--- config.mk ---
export PLATFORM = sky130hd
export DESIGN_NAME = spi_square_top
export DESIGN_NICKNAME = d
export VERILOG_FILES = /design/src/rtl/spi_square_top.sv
export SDC_FILE = /design/constraint.sdc
export NUM_CORES = 1
export LEC_CHECK = 0
export CORE_MARGIN = 5
export CORE_UTILIZATION = 30
export CTS_BUF_LIST = sky130_fd_sc_hd__clkbuf_2
export DETAILED_ROUTE_END_ITERATION = 12
export PLACE_DENSITY_LB_ADDON = 0.12
export SYNTH_ARGS = -nofsm -noshare
export SYNTH_HDL_FRONTEND = slang
export SYNTH_SLANG_ARGS = --single-unit
--- constraint.sdc ---
create_clock -name i_clk -period 2.8 [get_ports i_clk]
set_input_delay 0.42 -clock i_clk [delete_from_list [all_inputs] [get_ports i_clk]]
set_output_delay 0.42 -clock i_clk [all_outputs]
set_load 0.01 [all_outputs]
--- src/rtl/spi_square_top.sv ---
// ILI9341-class TFT bring-up and solid square fill over SPI mode 0.
// Panel reset, init commands, address window, then COLOR pixel stream.
module spi_square_top #(
  parameter int          DELAY  = 2_000_000,
  parameter int          WIDTH  = 240,
  parameter int          HEIGHT = 320,
  parameter logic [15:0] COLOR  = 16'hF800
) (
  input  logic i_clk,
  input  logic i_rst,
  output logic o_mosi,
  output logic o_cs,
  output logic o_dc,
  output logic o_rst,
  output logic o_clk,
  output logic o_led
);

  typedef enum logic [3:0] {
    RST_LOW, RST_WAIT, SLPOUT, SLP_WAIT,
    COLMOD, MADCTL, DISPON, CASET,
    PASET, RAMWR, PIXELS, DONE
  } state_t;

  localparam int          DW    = $clog2(DELAY + 1);
  localparam logic [DW-1:0] DLAST = DW'(DELAY - 1);
  localparam logic [16:0] PLAST = 17'(WIDTH * HEIGHT - 1);
  localparam logic [15:0] WLAST = 16'(WIDTH - 1);
  localparam logic [15:0] HLAST = 16'(HEIGHT - 1);

  state_t        state, state_n;
  logic [2:0]    idx, idx_n, last;
  logic [DW-1:0] dcnt, dcnt_n;
  logic [16:0]   pix, pix_n;

  logic       busy;
  logic [4:0] cnt;
  logic [7:0] sr;
  logic       tx_done, start, send, tx_dc;
  logic [7:0] tx_byte;

  assign tx_done = busy && (cnt == 5'd16);

  // Sequencer next state: timed waits, per-state byte index, pixel count
  always_comb begin
    state_n = state;
    idx_n   = idx;
    dcnt_n  = dcnt;
    pix_n   = pix;
    last    = 3'd0;
    case (state)
      COLMOD, MADCTL: last = 3'd1;
      CASET, PASET:   last = 3'd4;
      default:        last = 3'd0;
    endcase
    case (state)
      RST_LOW, RST_WAIT, SLP_WAIT: begin
        if (dcnt == DLAST) begin
          dcnt_n = '0;
          case (state)
            RST_LOW:  state_n = RST_WAIT;
            RST_WAIT: state_n = SLPOUT;
            default:  state_n = COLMOD;
          endcase
        end else begin
          dcnt_n = dcnt + 1'b1;
        end
      end
      SLPOUT, COLMOD, MADCTL, DISPON,
      CASET, PASET, RAMWR: begin
        if (tx_done) begin
          if (idx == last) begin
            idx_n = 3'd0;
            case (state)
              SLPOUT:  state_n = SLP_WAIT;
              COLMOD:  state_n = MADCTL;
              MADCTL:  state_n = DISPON;
              DISPON:  state_n = CASET;
              CASET:   state_n = PASET;
              PASET:   state_n = RAMWR;
              default: state_n = PIXELS;
            endcase
          end else begin
            idx_n = idx + 3'd1;
          end
        end
      end
      PIXELS: begin
        if (tx_done) begin
          if (idx[0]) begin
            idx_n = 3'd0;
            if (pix == PLAST) state_n = DONE;
            else              pix_n   = pix + 17'd1;
          end else begin
            idx_n = 3'd1;
          end
        end
      end
      default: state_n = DONE;
    endcase
  end

  // Byte for the upcoming slot; launching from the next state lets a
  // byte start on the same edge that ends a wait
  always_comb begin
    tx_byte = 8'h00;
    tx_dc   = (idx_n != 3'd0);
    send    = 1'b1;
    case (state_n)
      SLPOUT: tx_byte = 8'h11;
      COLMOD: tx_byte = (idx_n == 3'd0) ? 8'h3A : 8'h55;
      MADCTL: tx_byte = (idx_n == 3'd0) ? 8'h36 : 8'h48;
      DISPON: tx_byte = 8'h29;
      CASET, PASET: begin
        case (idx_n)
          3'd0:    tx_byte = (state_n == CASET) ? 8'h2A : 8'h2B;
          3'd3:    tx_byte = (state_n == CASET) ? WLAST[15:8] : HLAST[15:8];
          3'd4:    tx_byte = (state_n == CASET) ? WLAST[7:0] : HLAST[7:0];
          default: tx_byte = 8'h00;
        endcase
      end
      RAMWR: tx_byte = 8'h2C;
      PIXELS: begin
        tx_byte = idx_n[0] ? COLOR[7:0] : COLOR[15:8];
        tx_dc   = 1'b1;
      end
      default: send = 1'b0;
    endcase
  end

  assign start = send && !busy;

  // Sequencer registers plus panel reset and completion flags
  always_ff @(posedge i_clk or negedge i_rst) begin
    if (!i_rst) begin
      state <= RST_LOW;
      idx   <= 3'd0;
      dcnt  <= '0;
      pix   <= 17'd0;
      o_rst <= 1'b0;
      o_led <= 1'b0;
    end else begin
      state <= state_n;
      idx   <= idx_n;
      dcnt  <= dcnt_n;
      pix   <= pix_n;
      o_rst <= (state_n != RST_LOW);
      o_led <= (state_n == DONE);
    end
  end

  // Byte shifter: 16 half-bit cycles then one cs-high cycle
  always_ff @(posedge i_clk or negedge i_rst) begin
    if (!i_rst) begin
      busy   <= 1'b0;
      cnt    <= 5'd0;
      sr     <= 8'h00;
      o_cs   <= 1'b1;
      o_clk  <= 1'b0;
      o_mosi <= 1'b0;
      o_dc   <= 1'b0;
    end else if (start) begin
      busy   <= 1'b1;
      cnt    <= 5'd1;
      sr     <= {tx_byte[6:0], 1'b0};
      o_mosi <= tx_byte[7];
      o_dc   <= tx_dc;
      o_cs   <= 1'b0;
      o_clk  <= 1'b0;
    end else if (busy) begin
      if (cnt == 5'd16) begin
        busy  <= 1'b0;
        cnt   <= 5'd0;
        o_cs  <= 1'b1;
        o_clk <= 1'b0;
      end else if (cnt[0]) begin
        o_clk <= 1'b1;
        cnt   <= cnt + 5'd1;
      end else begin
        o_clk  <= 1'b0;
        o_mosi <= sr[7];
        sr     <= {sr[6:0], 1'b0};
        cnt    <= cnt + 5'd1;
      end
    end
  end

endmodule

# Yosys cells after proc, flatten, opt, wreduce, memory -nomap -nowiden
# Cells that the tools add are included.
[totals]
regBits = 65
latchBits = 0
mem_bits_rw = 0
mem_bits_ro = 0
in_bits = 2
word_cells = 110
mem_count = 0
[classes]
addsub = 4
multipliers = 0
div = 0
order_cmp = 0
n_eq_ne = 27
shifts = 0
n_mux = 47
n_bitwise = 1
n_reduce_logical = 18
[ops]
columns = ["op", "n"]
rows = [
  ["$pmux 8 s7", 1],
  ["$mux 8", 6],
  ["$eq 4x3->1 const B", 8],
  ["$eq 4x4->1 const B", 7],
  ["$mux 4", 6],
  ["$pmux 4 s6", 1],
  ["$pmux 8 s3", 1],
  ["$add 21x1->21 const B", 1],
  ["$eq 21x21->1 const B", 1],
  ["$mux 21", 1],
  ["$mux 1", 19],
  ["$pmux 3 s2", 3],
  ["$add 17x1->17 const B", 1],
  ["$eq 17x17->1 const B", 1],
  ["$mux 5", 3],
  ["$mux 7", 2],
  ["$eq 4x2->1 const B", 3],
  ["$pmux 4 s3", 1],
  ["$mux 3", 3],
  ["$reduce_or 8->1", 1],
  ["$reduce_or 7->1", 1],
  ["$reduce_or 2->1", 3],
  ["$add 5x1->5 const B", 1],
  ["$eq 5x5->1 const B", 1],
  ["other kinds (19)", 21],
]

# Logic depth before layout (Yosys ltp)
# Gate-level depths: netlist of run 1.
[depth]
ltp_word = 13
ltp_mapped = 15
depth_no_buf = 12

# Worst setup path after synthesis of run 1
# OpenSTA, ideal clock, no wires.
[synth_timing]
path_kind = "flip-flop to flip-flop"
startpoint = "register cnt[0]"
endpoint = "register sr[6]"
arrival_ns = 2.628
t_required_ns = 2.714
slack_ns = 0.086
stages_incl_launch_ff = 14
n_path_buf = 2
period_less_slack_ns = 2.714
path_cell_list = "dfrtp_1 > clkbuf_1 > inv_1 > ha_1 > and4bb_2 > and2_1 > clkbuf_1 > a41oi_4 > inv_2 > nor2_4 > a21oi_1 > a2111oi_0 > a21oi_1 > a32oi_1"
[synth_via]
elab_chain_cells = 10
elab_cells_between_ends = 33
classes_between = "13 x eq/ne; 13 x mux; 7 x reduce/logical"
[synth_lines]
columns = ["element", "line", "rtl"]
rows = [
  ["start: declaration", "37", "logic [4:0] cnt;"],
  ["start signal: assignment", "178", "cnt <= cnt + 5'd1;"],
  ["start signal: assignment", "183", "cnt <= cnt + 5'd1;"],
  ["$eq 5x5->1 *", "42", "assign tx_done = busy && (cnt == 5'd16);"],
  ["$logic_and 1x1->1 *", "42", ""],
  ["$mux 4, on equally long branches", "89, 71", ""],
  ["$pmux 4 s3 *", "56", "case (state)"],
  ["via state_n[3]", "31", "state_t state, state_n;"],
  ["$eq 4x3->1 (tied with other cells)", "109", "case (state_n)"],
  ["$reduce_or 8->1 (no source line)", "--", ""],
  ["$mux 1", "109", ""],
  ["$logic_and 1x1->1", "131", "assign start = send && !busy;"],
  ["$ne 2x2->1 (no source line) (tied with other cells)", "--", ""],
  ["$reduce_and 3->1 (no source line)", "--", ""],
  ["end signal: assignment", "165", "sr <= {tx_byte[6:0], 1'b0};"],
  ["end signal: assignment", "182", "sr <= {sr[6:0], 1'b0};"],
  ["end: declaration", "38", "logic [7:0] sr;"],
]
# Mark *: on every way through the listed nets, which the timed path passes. The rest lies on a longest branch.
# A chain may end at the register's enable or synchronous reset.

# Worst setup path in the final report of run 1
[layout_timing]
startpoint = "register dcnt[13]"
endpoint = "register cnt[3]"
[layout_via]
elab_chain_cells = 8
elab_cells_between_ends = 16
classes_between = "9 x eq/ne; 4 x mux; 3 x reduce/logical"
[layout_lines]
columns = ["element", "line", "rtl"]
rows = [
  ["start: declaration", "33", "logic [DW-1:0] dcnt, dcnt_n;"],
  ["start signal: assignment", "145", "dcnt <= dcnt_n;"],
  ["$eq 21x21->1 *", "58", "if (dcnt == DLAST) begin"],
  ["$mux 4 *", "58", ""],
  ["$pmux 4 s3 *", "56", ""],
  ["$eq 4x3->1 (tied with other cells)", "109", ""],
  ["$reduce_or 8->1 (no source line) *", "--", ""],
  ["$mux 1 *", "109", ""],
  ["$logic_and 1x1->1 *", "131", ""],
  ["$mux 5 / $reduce_bool 2->1 (equally long branches)", "--", ""],
]
# Every way passes the cells marked *; elsewhere a longest branch is shown, timed or not.

==> results.txt, run 1 <==
The flow ran to the end, but the final reports show violations. The checks that failed: negative setup slack. The number of placed cells counting well taps came out at 572. The worst-case register-to-register setup slack came out at -70 ps. The net total in the final layout is 447. The worst setup path is captured at a flop. The count of flip-flops with a built-in enable after synthesis is 0. The min-delay analysis places its worst path in the category in2async.

The number of antenna-violating nets in the routed design is 0. The portion of the post-synthesis area used by sequential elements is 43.7%. The total nets after synthesis is 380. The most common cell after layout, fill and taps aside is sky130_fd_sc_hd__dfrtp_1. The placeable core area is 0.0120 mm^2. In this run the cell area measured after placement is 0.00431 mm^2. The sequential cells in the finished layout cover a total of 0.00160 mm^2. The worst setup path is launched from a flop. Setup repair after global routing could not meet its margin everywhere. The number of core rows is 40. The post-detailed-route wirelength per cell is 14.7 um. The via count of the first global-routing pass came out at 3004.

The number of maximum-capacitance violations is 0. In this run, synthesis produced a sequential element count of 64. The achievable frequency came out at 349 MHz.

The number of buffers and inverters on the critical path is 1. The number of antenna violations at the first check in global routing came out at 0. The antenna diode count is 0. The clock buffer count from CTS came out at 9.

The worst register-to-register path ends at cnt[3]. The least setup slack across all paths after layout is -65.3 ps. The area of combinational cells with multiple inputs is 0.00208 mm^2. The detailed-placement wirelength estimate is 6430 um. Power spread over the standard cell area amounts to 302 mW/mm^2. The setup TNS came out at -365 ps. The area of the die came out at 0.0145 mm^2. Synthesis produced 373 cells. The count of clock tree sinks is 64. The routed layout has 2948 vias. The number of port buffers came out at 7. The cell with the largest stage delay on the worst path is sky130_fd_sc_hd__or4bb_1. The dominant delay contributor by cell family on the critical path is simple AND/OR/NAND/NOR gates. The final critical delay including setup and external delays is 2870 ps.

The number of hold violations in the final report came out at 0. The final instance area is 0.00456 mm^2. The overall routed net length came out at 8680 um. The number of top-level pins is 8. The fraction of layout instances using a drive strength above 1 came out at 29.3%. Along the worst path, the maximum fanout reaches 4. IR analysis of the VDD net gives a maximum drop of 0.186 mV. The data arrival time of the critical path is 3290 ps. The setup path with the least slack is of type reg2reg. The number of pins with negative max-slew slack in the final report is 0. In the layout the commonest cells are 63 x sky130_fd_sc_hd__dfrtp_1, 58 x sky130_fd_sc_hd__buf_4, 41 x sky130_fd_sc_hd__nand2_1. In the routed layout, each cell is associated on average with a via count of 5.00. The y dimension of the die is 121 um.

TritonCTS built the clock tree. The number of optimization iterations in the first detailed-route pass came out at 4. Clock tree synthesis selected as its root buffer the cell sky130_fd_sc_hd__clkbuf_2.

The fraction of synthesis flops using an asynchronous set or reset pin is 100%. The maximum number of buffers from clock root to sink is 2. The dominant synthesized flop cell is sky130_fd_sc_hd__dfrtp_1. Summing every instance area after synthesis gives 0.00367 mm^2. The leakage component of the power came out at 2.05 nW. The worst hold-check slack came out at 409 ps. Global routing finished with a remaining overflow of 0. The number of H-tree levels is 3.

The clock latency at the later pin of the worst-skew pair is 530 ps. The width of the die is 121 um. The final clock period utilization by the worst path came out at 102%. The clock tree skew after final layout is 27.0 ps.

The netlist uses 78 different library cells. In the routed design, unresolved DRC markers number 0. The first routing iteration left 86 violations. Walking the worst path, the cells encountered are or4bb_1 -> nor4_4 -> buf_4 -> and3_4 -> a211oi_2 -> or3_4 -> mux2i_4 -> or2_4 -> nor2_4 -> a211o_1.

In this run the mean area of a mapped cell was 9.84 um^2. The post-synthesis to final-layout area growth is 24.1%. The first-pass GRT wire length came out at 15000 um. The effective utilization at floorplan came out at 30.6%. At the pin with the least slew margin, the transition time is 638 ps. The count of non-filler cells in the finished layout came out at 590. The routability congestion estimate from global placement is 0.835. The total track usage came out at 13.0%. The data required time at the worst endpoint came out at 3230 ps. The delay of the slowest cell on the worst path came out at 550 ps. The worst slew margin relative to its limit came out at 57.5%. The layout has 1208 filler cells. The total power draw came out at 1.37 mW.

The worst register-to-register path has a depth of 10. The startpoint identified for the worst register-to-register timing path is dcnt[13]. Clock-pin slew was measured on the worst setup and hold paths at 180 ps. The final setup violation count came out at 13. The largest net degree at the start of global routing is 40.

For this run, the number of Yosys warnings is 0.
==> worst register-to-register path: cells and delay by family, from the launching register on <==
| family | cells | cell delay, ps |
|---|---|---|
| buffers and inverters | 1 | 170 |
| flip-flops | 1 | 410 |
| AND/OR/NAND/NOR | 6 | 1640 |
| multiplexers | 1 | 220 |
| AO/OA/AOI/OAI | 2 | 330 |
==> final cells by class <==
class,instances,share of cell area (%)
Timing Repair Buffer,70,12.6
Clock buffer,11,1.21
Tap cell,147,4.04
Clock inverter,3,0.247
Sequential cell,64,35.2
Multi-Input combinational cell,284,45.8
Inverter,11,0.989
==> worst max-delay path by stage <==
| stage | from | end | slack, ps | depth (start not counted) |
|---|---|---|---|---|
| finish | dcnt[13] | cnt[3] | -70 | 10 |
| global route | dcnt[13] | sr[1] | -140 | 11 |
| CTS | dcnt[8] | sr[1] | -90 | 11 |
| detailed placement | dcnt[9] | sr[4] | -60 | 11 |
| global placement | dcnt[9] | sr[4] | -10 | 11 |
| floorplan | cnt[0] | sr[6] | 90 | 13 |
==> per-layer routing <==
metal  vias up  global-route usage (%)  wire, um
li1       1468                       -         -
met1      1441                    16.3      4160
met3        13                    4.54       264
met4         0                    4.04       146
met5         -                       0         0
met2        26                    21.1      4110
==> through the flow <==
stage / util [%] / setup slack [ps]
after floorplan: - / 86.0
after global placement: 35.9 / -12.1
after detailed placement: 35.9 / -57.3
after CTS: 36.8 / -92.5
after global routing: 37.9 / -144
final: 37.9 / -65.3
==> Yosys cell counts (all sizes together) (3+ instances only) <==
cell    number  area (um^2)
dfrtp       63         1580
nand2       44          165
nor2        32          138
xnor2       23          201
o21ai       22          118
a21oi       13         68.8
xor2        13          114
nand3       12         60.1
and3        10         63.8
inv         10         37.5
nand4       10         62.6
clkbuf       8         30.0
nand2b       7         43.8
buf          6         43.8
nor3         6         30.0
o22ai        6         37.5
a211oi       5         50.1
and2         5         33.8
ha           5         62.6
a21o         4         30.0
a32oi        4         42.6
mux2         4         48.8
nor2b        4         25.0
o31ai        4         30.0
or3          4         35.0
nor3b        3         27.5
nor4         3         48.8
==> logic make-up after synthesis <==
kind of cell             synth area share [%]
AND/OR/NAND/NOR                          24.2
AO/OA/AOI/OAI                            16.4
flip-flops                               43.7
XOR/XNOR                                 8.59
buffers and inverters                    3.14
multiplexers                             2.22
adder cells (fa/ha/maj)                  1.70
==> what timing repair did <==
item | 4_1_cts | 5_1_grt
cloned | 0 | 0
hold endpoints to repair | 24 | 0
setup buffers | 1 | 2
resized for setup | 5 | 28
endpoints found under the setup margin | 17 | 17
hold buffers | 1 | 0
pin swaps | 6 | 6
==> where the power goes <==
group / internal, mW / switching, mW
sequential: 0.925 / 0
clock: 0.107 / 0.320
combinational: 0.00422 / 0.0183
==> state kept, by name, indices dropped and copies added, names as in the netlist <==
| signal | cells |
|---|---|
| busy | 1 |
| cnt | 5 |
| dcnt | 21 |
| idx | 3 |
| o_clk | 1 |
| o_cs | 1 |
| o_dc | 1 |
| o_led | 1 |
| o_mosi | 1 |
| o_rst | 1 |
| pix | 17 |
| sr | 7 |
| state | 4 |
Note: power is estimated with default switching activity, not from simulation.
==> run 2: changes to the inputs <==
Settings changed: PLACE_DENSITY_LB_ADDON 0.12 to not set.
Clock period 2.8 ns to 2.7 ns, I/O delays scaled along.
==> results.txt, run 2 (synthesized netlist as in run 1, its figures left out) <==
The number of pins with negative max-slew slack in the final report came out at 0 (unchanged). The final critical delay including setup and external delays is 2720 ps (-141 ps). The number of H-tree levels was 3 (unchanged). The clock buffer count from CTS is 9 (unchanged). The clock latency at the later pin of the worst-skew pair is 520 ps (about the same). The fraction of layout instances using a drive strength above 1 is 30.4% (+1.1 points). The slew at the pin closest to its max-slew limit is 803 ps (+165 ps).

The number of optimization iterations in the first detailed-route pass is 4 (unchanged). The number of flip-flops in the largest register was 21 (unchanged). The kind of critical path is reg2reg. The overall routed net length is 8180 um (-5.7%).

The data arrival time of the critical path came out at 3110 ps (-180 ps). The final reports fail on negative setup slack. Setup repair after global routing could not meet its margin everywhere. The final cell utilization of the core is 38.4% (+0.51 points). The placeable core area is 0.0120 mm^2 (unchanged). The area of the die is 0.0145 mm^2 (unchanged). The per-cell via count in the routed design came out at 4.95 (-0.84%).

The number of maximum-capacitance violations came out at 0 (unchanged). The number of top-level pins came out at 8 (unchanged). The vias after detailed routing is 2958 (+0.34%). The via count of the first global-routing pass came out at 2939 (-2.2%). The least setup slack across all paths after layout is -24.4 ps (+40.9 ps). The final setup violation count came to 5 (-8). The number of antenna violations at the first check in global routing came out at 0 (unchanged). The final instance area is 0.00462 mm^2 (+1.3%). Leaving out fill and tap cells, the most frequent cell in the layout is sky130_fd_sc_hd__dfrtp_1.

The total power divided by cell area came out at 314 mW/mm^2 (+3.9%). The worst slew margin relative to its limit is 46.5% (-11 points). The delay of the slowest cell on the worst path is 540 ps (about the same). The number of hold violations in the final report is 0 (unchanged). The net total in the final layout came to 452 (+1.1%).

The count of clock tree sinks was 64 (unchanged). The largest fanout of any net on the critical path is 7 (+3). The clock tree skew after final layout came out at 25.7 ps (-1.36 ps). The y dimension of the die was 121 um (unchanged).

The path class of the tightest hold or removal check is in2async. The first-pass GRT wire length is 14000 um (-6.3%). The flow ran to the end, but the final reports show violations. The first-iteration detailed-routing DRC count is 87 (+1.2%). The number of port buffers is 7 (unchanged). The post-detailed-route wirelength per cell is 13.7 um (-6.9%). The largest registers in the layout are dcnt (21), pix (17), sr (7). The total power draw is 1.45 mW (+5.3%). The setup TNS is -76.4 ps (+289 ps).

The antenna diode count came out at 0 (unchanged). The maximum ir drop on the vdd rail is 0.195 mV (+4.8%). The final clock period utilization by the worst path was 101% (-1.4 points). TritonCTS built the clock tree. The number of core rows is 40 (unchanged). The routability congestion estimate from global placement came to 0.874 (+4.6%).

The number of antenna-violating nets in the routed design is 0 (unchanged). The maximum number of buffers from clock root to sink came out at 2 (unchanged). The largest individual stage delay along the critical path comes from the cell sky130_fd_sc_hd__or4b_4. The DRC violation count after routing came out at 0 (unchanged). From synthesis to final layout, the design area changed by 25.8%.

The worst setup path is launched from a flop. The total placed instance area is 0.00427 mm^2 (-0.93%). The detailed-placement wirelength estimate came out at 5920 um (-7.9%). CTS placed an instance of sky130_fd_sc_hd__clkbuf_2 at the clock tree root.

The largest net degree at the start of global routing is 36 (-10%). The signal on the critical path passes through or4b_4 -> nor4_4 -> and3_1 -> a211oi_1 -> or3_4 -> mux2i_4 -> o21bai_4 -> buf_12 -> a32oi_1. The leakage component of the power is 2.09 nW (+2.0%). The register containing the most flip-flops in the final layout is dcnt.

In the layout the commonest cells are 63 x sky130_fd_sc_hd__dfrtp_1, 62 x sky130_fd_sc_hd__buf_4, 43 x sky130_fd_sc_hd__nand2_1. The data required time at the worst endpoint came to 3090 ps (-140 ps). The effective utilization at floorplan came to 30.6% (unchanged). The fill cell instance count of the final layout came to 1197 (-0.91%). The aggregate global routing overflow is 0 (unchanged). The width of the die came to 121 um (unchanged). The achievable frequency is 367 MHz (+5.2%). The total track usage is 11.9% (-1.1 points). The clock slew seen by the registers of the worst setup and hold paths was 180 ps (about the same).

The endpoint class of the critical path is a flop.
[run 2: changes by cell type in the layout (fill, tap and decap cells not counted), sizes merged]
| cell | previous run | this run |
|---|---|---|
| buf | 63 | 68 |
| clkinv | 3 | 5 |
[run 2: critical path: cells and delay by family (launching register included)]
family,cells,cell delay (ps)
AOI/OAI and AO/OA,3,400
buffers and inverters,1,150
DFF,1,410
muxes,1,210
and+or+nand+nor,4,1410
[run 2: worst paths after layout]
check | startpoint | endpoint | slack, ps | depth (start not counted)
setup / recovery | dcnt[9] | sr[5] | -20 | 9
hold / removal | i_rst | dcnt[20] | 480 | 2
setup reg to reg | dcnt[9] | sr[5] | -20 | 9
hold reg to reg | pix[8] | pix[8] | 490 | 1
max in group asynchronous | i_rst | o_cs | 1410 | 3
min in group i_clk | pix[8] | pix[8] | 490 | 1
[run 2: layout make-up]
class                   instances  area, um^2  area share (%)
clock buffers                  11        55.1            1.19
clock inverters                 5        23.8           0.515
inverters                      11        45.0           0.976
multi-input cells             284        2090            45.3
flip-flops and latches         64        1600            34.7
well taps                     147         184            3.98
repair buffers                 75         614            13.3
[run 2: timing repair]
item	CTS	global route
gates resized for setup	9	21
hold buffers	1	0
pin swaps	11	15
buffers inserted	1	13
hold endpoints to repair	33	0
setup endpoints to repair	17	18
[run 2: per-layer routing]
layer / up-vias / share of wire, % / global-route usage, %
met5: - / 0 / 0
met4: 0 / 2.3 / 4.67
met2: 38 / 48 / 19.6
li1: 1481 / - / -
met1: 1422 / 46 / 14.7
met3: 17 / 3.7 / 3.51
[run 2: report_power, final]
| part | leakage [nW] | internal [mW] | switching (mW) |
|---|---|---|---|
| Combinational | 1.15 | 0.00333 | 0.0192 |
| Clock | 0.0629 | 0.120 | 0.346 |
| Sequential | 0.876 | 0.959 | 0 |
| Total | 2.09 | 1.08 | 0.365 |
[run 2: per-stage QoR]
stage	setup slack (ps)	hold WS, ps	instances
6_report	-24.4	476	597
5_1_grt	-159	512	597
4_1_cts	-103	466	584
3_5_place_dp	-117	464	566
2_1_floorplan	23.6	109	373
3_3_place_gp	-166	453	566
